[config.mk]
export PLATFORM = sky130hd
export DESIGN_NAME = debounce
export DESIGN_NICKNAME = d
export VERILOG_FILES = /design/src/rtl/debounce.sv
export SDC_FILE = /design/constraint.sdc
export NUM_CORES = 1
export LEC_CHECK = 0
export BUFFER_PORTS_ARGS = -buffer_cell sky130_fd_sc_hd__buf_2
export CAP_MARGIN = 20
export CORE_ASPECT_RATIO = 0.8
export CORE_MARGIN = 2
export CORE_UTILIZATION = 40
export CTS_CLUSTER_SIZE = 24
export DETAILED_ROUTE_END_ITERATION = 12
export PLACE_DENSITY_LB_ADDON = 0.08
export SYNTH_ARGS = -nofsm -noshare
export SYNTH_HDL_FRONTEND = slang
export SYNTH_SLANG_ARGS = --single-unit
export TNS_END_PERCENT = 1
[constraint.sdc]
create_clock -name i_clk -period 2.4 [get_ports i_clk]
set_clock_uncertainty 0.1 [all_clocks]
set_input_delay 0 -clock i_clk [delete_from_list [all_inputs] [get_ports i_clk]]
set_output_delay 0 -clock i_clk [all_outputs]
set_load 0.02 [all_outputs]
[src/rtl/debounce.sv]
// Push-button debouncer: two-flop synchronizer followed by a four-state
// qualifier that accepts a new level only after STABLE_CYCLES identical samples.
module debounce #(
  parameter int STABLE_CYCLES = 500000,
  parameter int CNT_W         = 20
) (
  input  logic i_clk,
  input  logic i_rst_n,
  input  logic i_async,
  output logic o_clean,
  output logic o_busy,
  output logic o_glitch
);

  localparam logic [1:0] LOW      = 2'd0;
  localparam logic [1:0] CHK_HIGH = 2'd1;
  localparam logic [1:0] HIGH     = 2'd2;
  localparam logic [1:0] CHK_LOW  = 2'd3;

  localparam logic [CNT_W-1:0] CNT_LAST = CNT_W'(STABLE_CYCLES - 1);
  localparam logic [CNT_W-1:0] CNT_ONE  = CNT_W'(1);

  logic             s1;
  logic             s2;
  logic [1:0]       state;
  logic [1:0]       state_nxt;
  logic [CNT_W-1:0] cnt;
  logic [CNT_W-1:0] cnt_nxt;
  logic             clean_nxt;
  logic             glitch_nxt;

  always_ff @(posedge i_clk or negedge i_rst_n) begin
    if (!i_rst_n) begin
      s1 <= 1'b0;
      s2 <= 1'b0;
    end else begin
      s1 <= i_async;
      s2 <= s1;
    end
  end

  // A sample opposite to the candidate level aborts qualification with no partial credit.
  always_comb begin
    state_nxt  = state;
    cnt_nxt    = cnt;
    clean_nxt  = o_clean;
    glitch_nxt = 1'b0;
    case (state)
      LOW: begin
        if (s2) begin
          state_nxt = CHK_HIGH;
          cnt_nxt   = CNT_ONE;
        end else begin
          cnt_nxt = '0;
        end
      end
      CHK_HIGH: begin
        if (!s2) begin
          state_nxt  = LOW;
          cnt_nxt    = '0;
          glitch_nxt = 1'b1;
        end else if (cnt == CNT_LAST) begin
          state_nxt = HIGH;
          cnt_nxt   = '0;
          clean_nxt = 1'b1;
        end else begin
          cnt_nxt = cnt + CNT_ONE;
        end
      end
      HIGH: begin
        if (!s2) begin
          state_nxt = CHK_LOW;
          cnt_nxt   = CNT_ONE;
        end else begin
          cnt_nxt = '0;
        end
      end
      CHK_LOW: begin
        if (s2) begin
          state_nxt  = HIGH;
          cnt_nxt    = '0;
          glitch_nxt = 1'b1;
        end else if (cnt == CNT_LAST) begin
          state_nxt = LOW;
          cnt_nxt   = '0;
          clean_nxt = 1'b0;
        end else begin
          cnt_nxt = cnt + CNT_ONE;
        end
      end
      default: begin
        state_nxt = LOW;
        cnt_nxt   = '0;
        clean_nxt = 1'b0;
      end
    endcase
  end

  always_ff @(posedge i_clk or negedge i_rst_n) begin
    if (!i_rst_n) begin
      state    <= LOW;
      cnt      <= '0;
      o_clean  <= 1'b0;
      o_glitch <= 1'b0;
    end else begin
      state    <= state_nxt;
      cnt      <= cnt_nxt;
      o_clean  <= clean_nxt;
      o_glitch <= glitch_nxt;
    end
  end

  assign o_busy = (state == CHK_HIGH) || (state == CHK_LOW);

endmodule

Yosys cells after proc, flatten, opt, wreduce, memory -nomap -nowiden
Cells that the tools add are included.
- output and inout bits: 3
- register bits after elaboration: 26
- logic and storage cells: 45
- eq/ne operators: 12
- muxes and demuxes: 21
- add/sub/neg operators: 1
- reductions and logical operators: 5
- operators with widths (operator ; number):
    one-hot mux 20 bit (4 select lines) ; 1
    2-to-1 mux 20 bit ; 3
    adder 20 x 1 -> 20 bit, second input constant ; 1
    == test 20 x 19 -> 1 bit, second input constant ; 1
    2-to-1 mux 2 bit ; 6
    inequality test 2 bit, second input constant ; 6
    2-to-1 mux 1 bit ; 8
    one-hot mux 2 bit (4 select lines) ; 1
    inequality test 3 bit, second input constant ; 2
    AND reduction 5 bit ; 1
    == test 2 bit, second input constant ; 2
    one-hot mux 1 bit (2 select lines) ; 2
    AND reduction 4 bit ; 1
    == test 2 x 1 -> 1 bit, second input constant ; 1
    zero test 2 bit ; 1
    nonzero test 2 bit ; 1
    logical OR 1 bit ; 1

Depth between registers and ports, before layout
- word-level depth: 4
- gate-level depth with buffers: 6
- gate-level depth less buffers: 5

Least setup slack after synthesis
Ideal clock, no wire load.
- path type: reg-to-reg
- start: register cnt[0]
- end: register cnt[10]
- required time: 2.168 ns
- arrival time: 1.660 ns
- path slack: 0.508 ns
- cell stages (with the launch flop): 7
- period minus slack after synthesis: 1.892 ns
- cell sequence: dfrtp_1 > ha_1 > and4_2 > nand2b_1 > o21bai_1 > clkbuf_1 > nor2_1
- word-level cells in the longest chain between the ends: 4
- elaborated cells on any way between the ends: 6
- classes of those cells: add/sub: 1; eq/ne: 1; mux: 4
- RTL lines (what ; RTL line ; text):
    start, declared ; 27 ; logic [CNT_W-1:0] cnt;
    start signal, assigned ; 107 ; cnt <= cnt_nxt;
    adder 20 x 1 -> 20 bit or == test 20 x 19 -> 1 bit (tied branches) ; n/a ;
    2-to-1 mux 20 bit * ; 62, 83 ;
    2-to-1 mux 20 bit, on equally long branches ; 79, 58 ;
    one-hot mux 20 bit (4 select lines) * ; 48 ; case (state)
    net cnt_nxt[10] ; 28 ; logic [CNT_W-1:0] cnt_nxt;
Mark *: on every way through the listed nets, which the timed path passes. The rest lies on a longest branch.
A chain may end at the register's enable or synchronous reset.

Worst setup path after layout
- start: register cnt[5]
- end: register cnt[19]
The elaborated chain is that of the path after synthesis.

==> metrics.csv <==
stage,metric,value,unit
sta,hold_violations,0,
sta,worst_pin_slew,0.573,ns
finish,layout.nets,136,
sta,finalCritPeriodShare,87.4,%
routing,viasPerCell,5.34,
die,die_w,66.1,um
cts,ctsRootBufferMaster,clkbuf_8,
cts,hold_buffers,2,
global_route,grt_max_degree,27,
finish,n_fill_cell,289,
placement,dp_hpwl,1560,um
worst_setup_path,worst_r2r_endpoint,cnt[19],
synth,yosysWarnings,0,
worst_setup_path,arrival,2.19,ns
power,power.total,0.722,mW
synth,ys_types,29,
die,die-area,0.00355,sq mm
die,start_util,43.3,%
sta,fmax,477,MHz
cts,cts_setup_buffers,0,
routing,first_pass_iters,4,
cts,cts_buffers,3,
finish,final_cells,168,
finish,multi_input_area,548,sq um
global_route,grt_overflow,0,
worst_setup_path,critical_path_required,2.50,ns
routing,detail_route.iter0.violations,45,
power,sw_frac_of_total,21.5,%
die,num_io_pins,6,
power,power_frac_seq,62.1,%
worst_setup_path,reg2reg_depth,4,
finish,diodes,0,
sta,setup_ws,0.303,ns
worst_setup_path,end_kind,flop,
placement,io_buffers,5,
synth,syn_nets,126,
finish,regArea,651,sq um
routing,totalWireLength,2240,um
synth,synth-edff-count,0,
cts,cts_tree,done,
worst_setup_path,start_kind,flop,
placement,gp_congestion,0.803,
synth,ys_seq_area_share,52.7,%
die,die_h,53.7,um
worst_setup_path,worstPathMaxFanout,9,
global_route,grt_pass1_wl,3840,um
synth,syn_area_per_cell,10.1,sq um
synth,synth_flop_cell,dfrtp_1,
die,core,0.00285,sq mm
die,rows,17,
sta,setup-violations-final,0,
cts,path_clk_slew,0.09,ns
cts,cts.sinks,26,
power,internal-power,0.566,mW
cts,cts_resized,0,
sta,slew_headroom,61.8,%
sta,finalSetupTns,0,ns
placement,dpl.cell_count,163,
flow_run,cap_violations,0,
finish,most-common-layout-cells,"dfrtp_1 (26), nor2_1 (14), a21oi_1 (8)",
synth,async_flop_share,100,%
synth,netlist_area,0.00123,sq mm
finish,final_common_cell,dfrtp_1,
power,switchingPower,0.155,mW
global_route,grt_antenna_before_repair,0,
synth,synth_cells,122,
finish,drive_above_1_share,11.5,%
status,status,"finished, final reports clean",
power,p_clk_share,33.5,%
power,comb_power_share,4.5,%
global_route,grt_usage,14.8,%
sta,rsz0062_at_grt,false,
cts,clock_path_buffers,2,
routing,vias,897,
worst_setup_path,crit-reg2reg-launch,cnt[5],
routing,wl_per_cell,13.3,um
cts,insertion_delay,0.27,ns
cts,cts-htree-levels,1,
placement,pre_cts_slack,0.333,ns
routing,drc,0,
worst_setup_path,r2r_setup_slack,0.30,ns
power,p_per_area,530,mW/mm^2
finish,syn_to_final_growth,10.4,%
routing,drtAntennaViolNets,0,
power,p_leak,0.532,nW
sta,min_period,2.10,ns
synth,synth.ff_latch_count,26,
global_route,grt_pass1_vias,797,
finish,final_core_util,47.8,%
worst_setup_path,path_class,reg2reg,
hold_path,holdCritPathClass,in2async,
sta,drv_slew,0,
power,ir_drop,0.280,mV
[worst max-delay path, stage by stage (launching register included)]
cell and delay (ns):
dfrtp_1 0.47, nand4_2 0.18, or4_1 0.67, or4_1 0.45, a21oi_1 0.16
[power groups by stage]
stage / Combinational [mW] / Sequential [mW] / Clock [mW]
global route: 0.0378 / 0.449 / 0.268
floorplan: 0.0139 / 0.457 / 0
global placement: 0.0307 / 0.456 / 0
CTS: 0.0333 / 0.448 / 0.248
detailed placement: 0.0308 / 0.456 / 0
finish: 0.0323 / 0.448 / 0.242
[metal layers]
layer  part of all wire (%)  vias up  GRT usage [%]
met5                      0        -              0
met4                   0.72        0           5.10
met3                    4.7        2           4.81
met2                     41       11           20.8
met1                     54      433           21.4
li1                       -      451              -
[worst max path at each step]
stage | start | end | slack (ns) | cells past startpoint
2_1_floorplan | cnt[0] | cnt[10] | 0.51 | 6
3_3_place_gp | cnt[2] | cnt[17] | 0.37 | 4
3_5_place_dp | cnt[5] | cnt[17] | 0.33 | 4
4_1_cts | cnt[5] | cnt[19] | 0.31 | 4
5_1_grt | cnt[5] | cnt[19] | 0.20 | 4
6_report | cnt[5] | cnt[19] | 0.30 | 4
[sequential cells by signal, indices dropped and copies added (netlist names), named ones only]
| register | flops |
|---|---|
| cnt | 20 |
| o_clean | 1 |
| o_glitch | 1 |
| s1 | 1 |
| s2 | 1 |
| state | 1 |
[cells in the mapped netlist, types with 2 or more instances]
master     n  area (sq um)
o21ai_0    4          20.0
nor4_1     3          18.8
o31ai_1    3          22.5
xnor2_1    7          61.3
nor3_1     4          20.0
inv_1      6          22.5
nand2b_1   2          12.5
dfrtp_1   26           651
nand2_1    6          22.5
or3_1      6          37.5
nand3_1    5          25.0
nand4_1    4          25.0
nor2_1    14          52.6
clkbuf_1   2          7.51
xor2_1     5          43.8
a21oi_1    8          40.0
or4_1      4          30.0
o21bai_1   2          15.0
[logic make-up (layout without fill, tap and decap cells)]
family	after synthesis	in the layout	synth area share [%]
buffers and inverters	9	17	2.84
DFF	26	26	52.7
AOI/OAI and AO/OA	19	19	9.53
adders and majority gates	1	1	1.01
muxes	1	1	0.913
and+or+nand+nor	54	54	24.4
xor gates and xnor gates	12	12	8.52
[per-stage QoR]
stage | hold WS, ns | area (sq um)
finish | 0.152 | 1360
global route | 0.215 | 1360
floorplan | -0.396 | 1230
detailed placement | -0.0694 | 1300
CTS | 0.177 | 1360
global placement | -0.0721 | 1300
[layout make-up]
cell class	count	share of cell area, %
timing repair buffer	8	3.86
sequential	26	47.8
clock buffer	3	3.03
inverter	6	1.65
multi-input combinational	87	40.2
tap	38	3.49
Power figures use the tool's default switching activity.
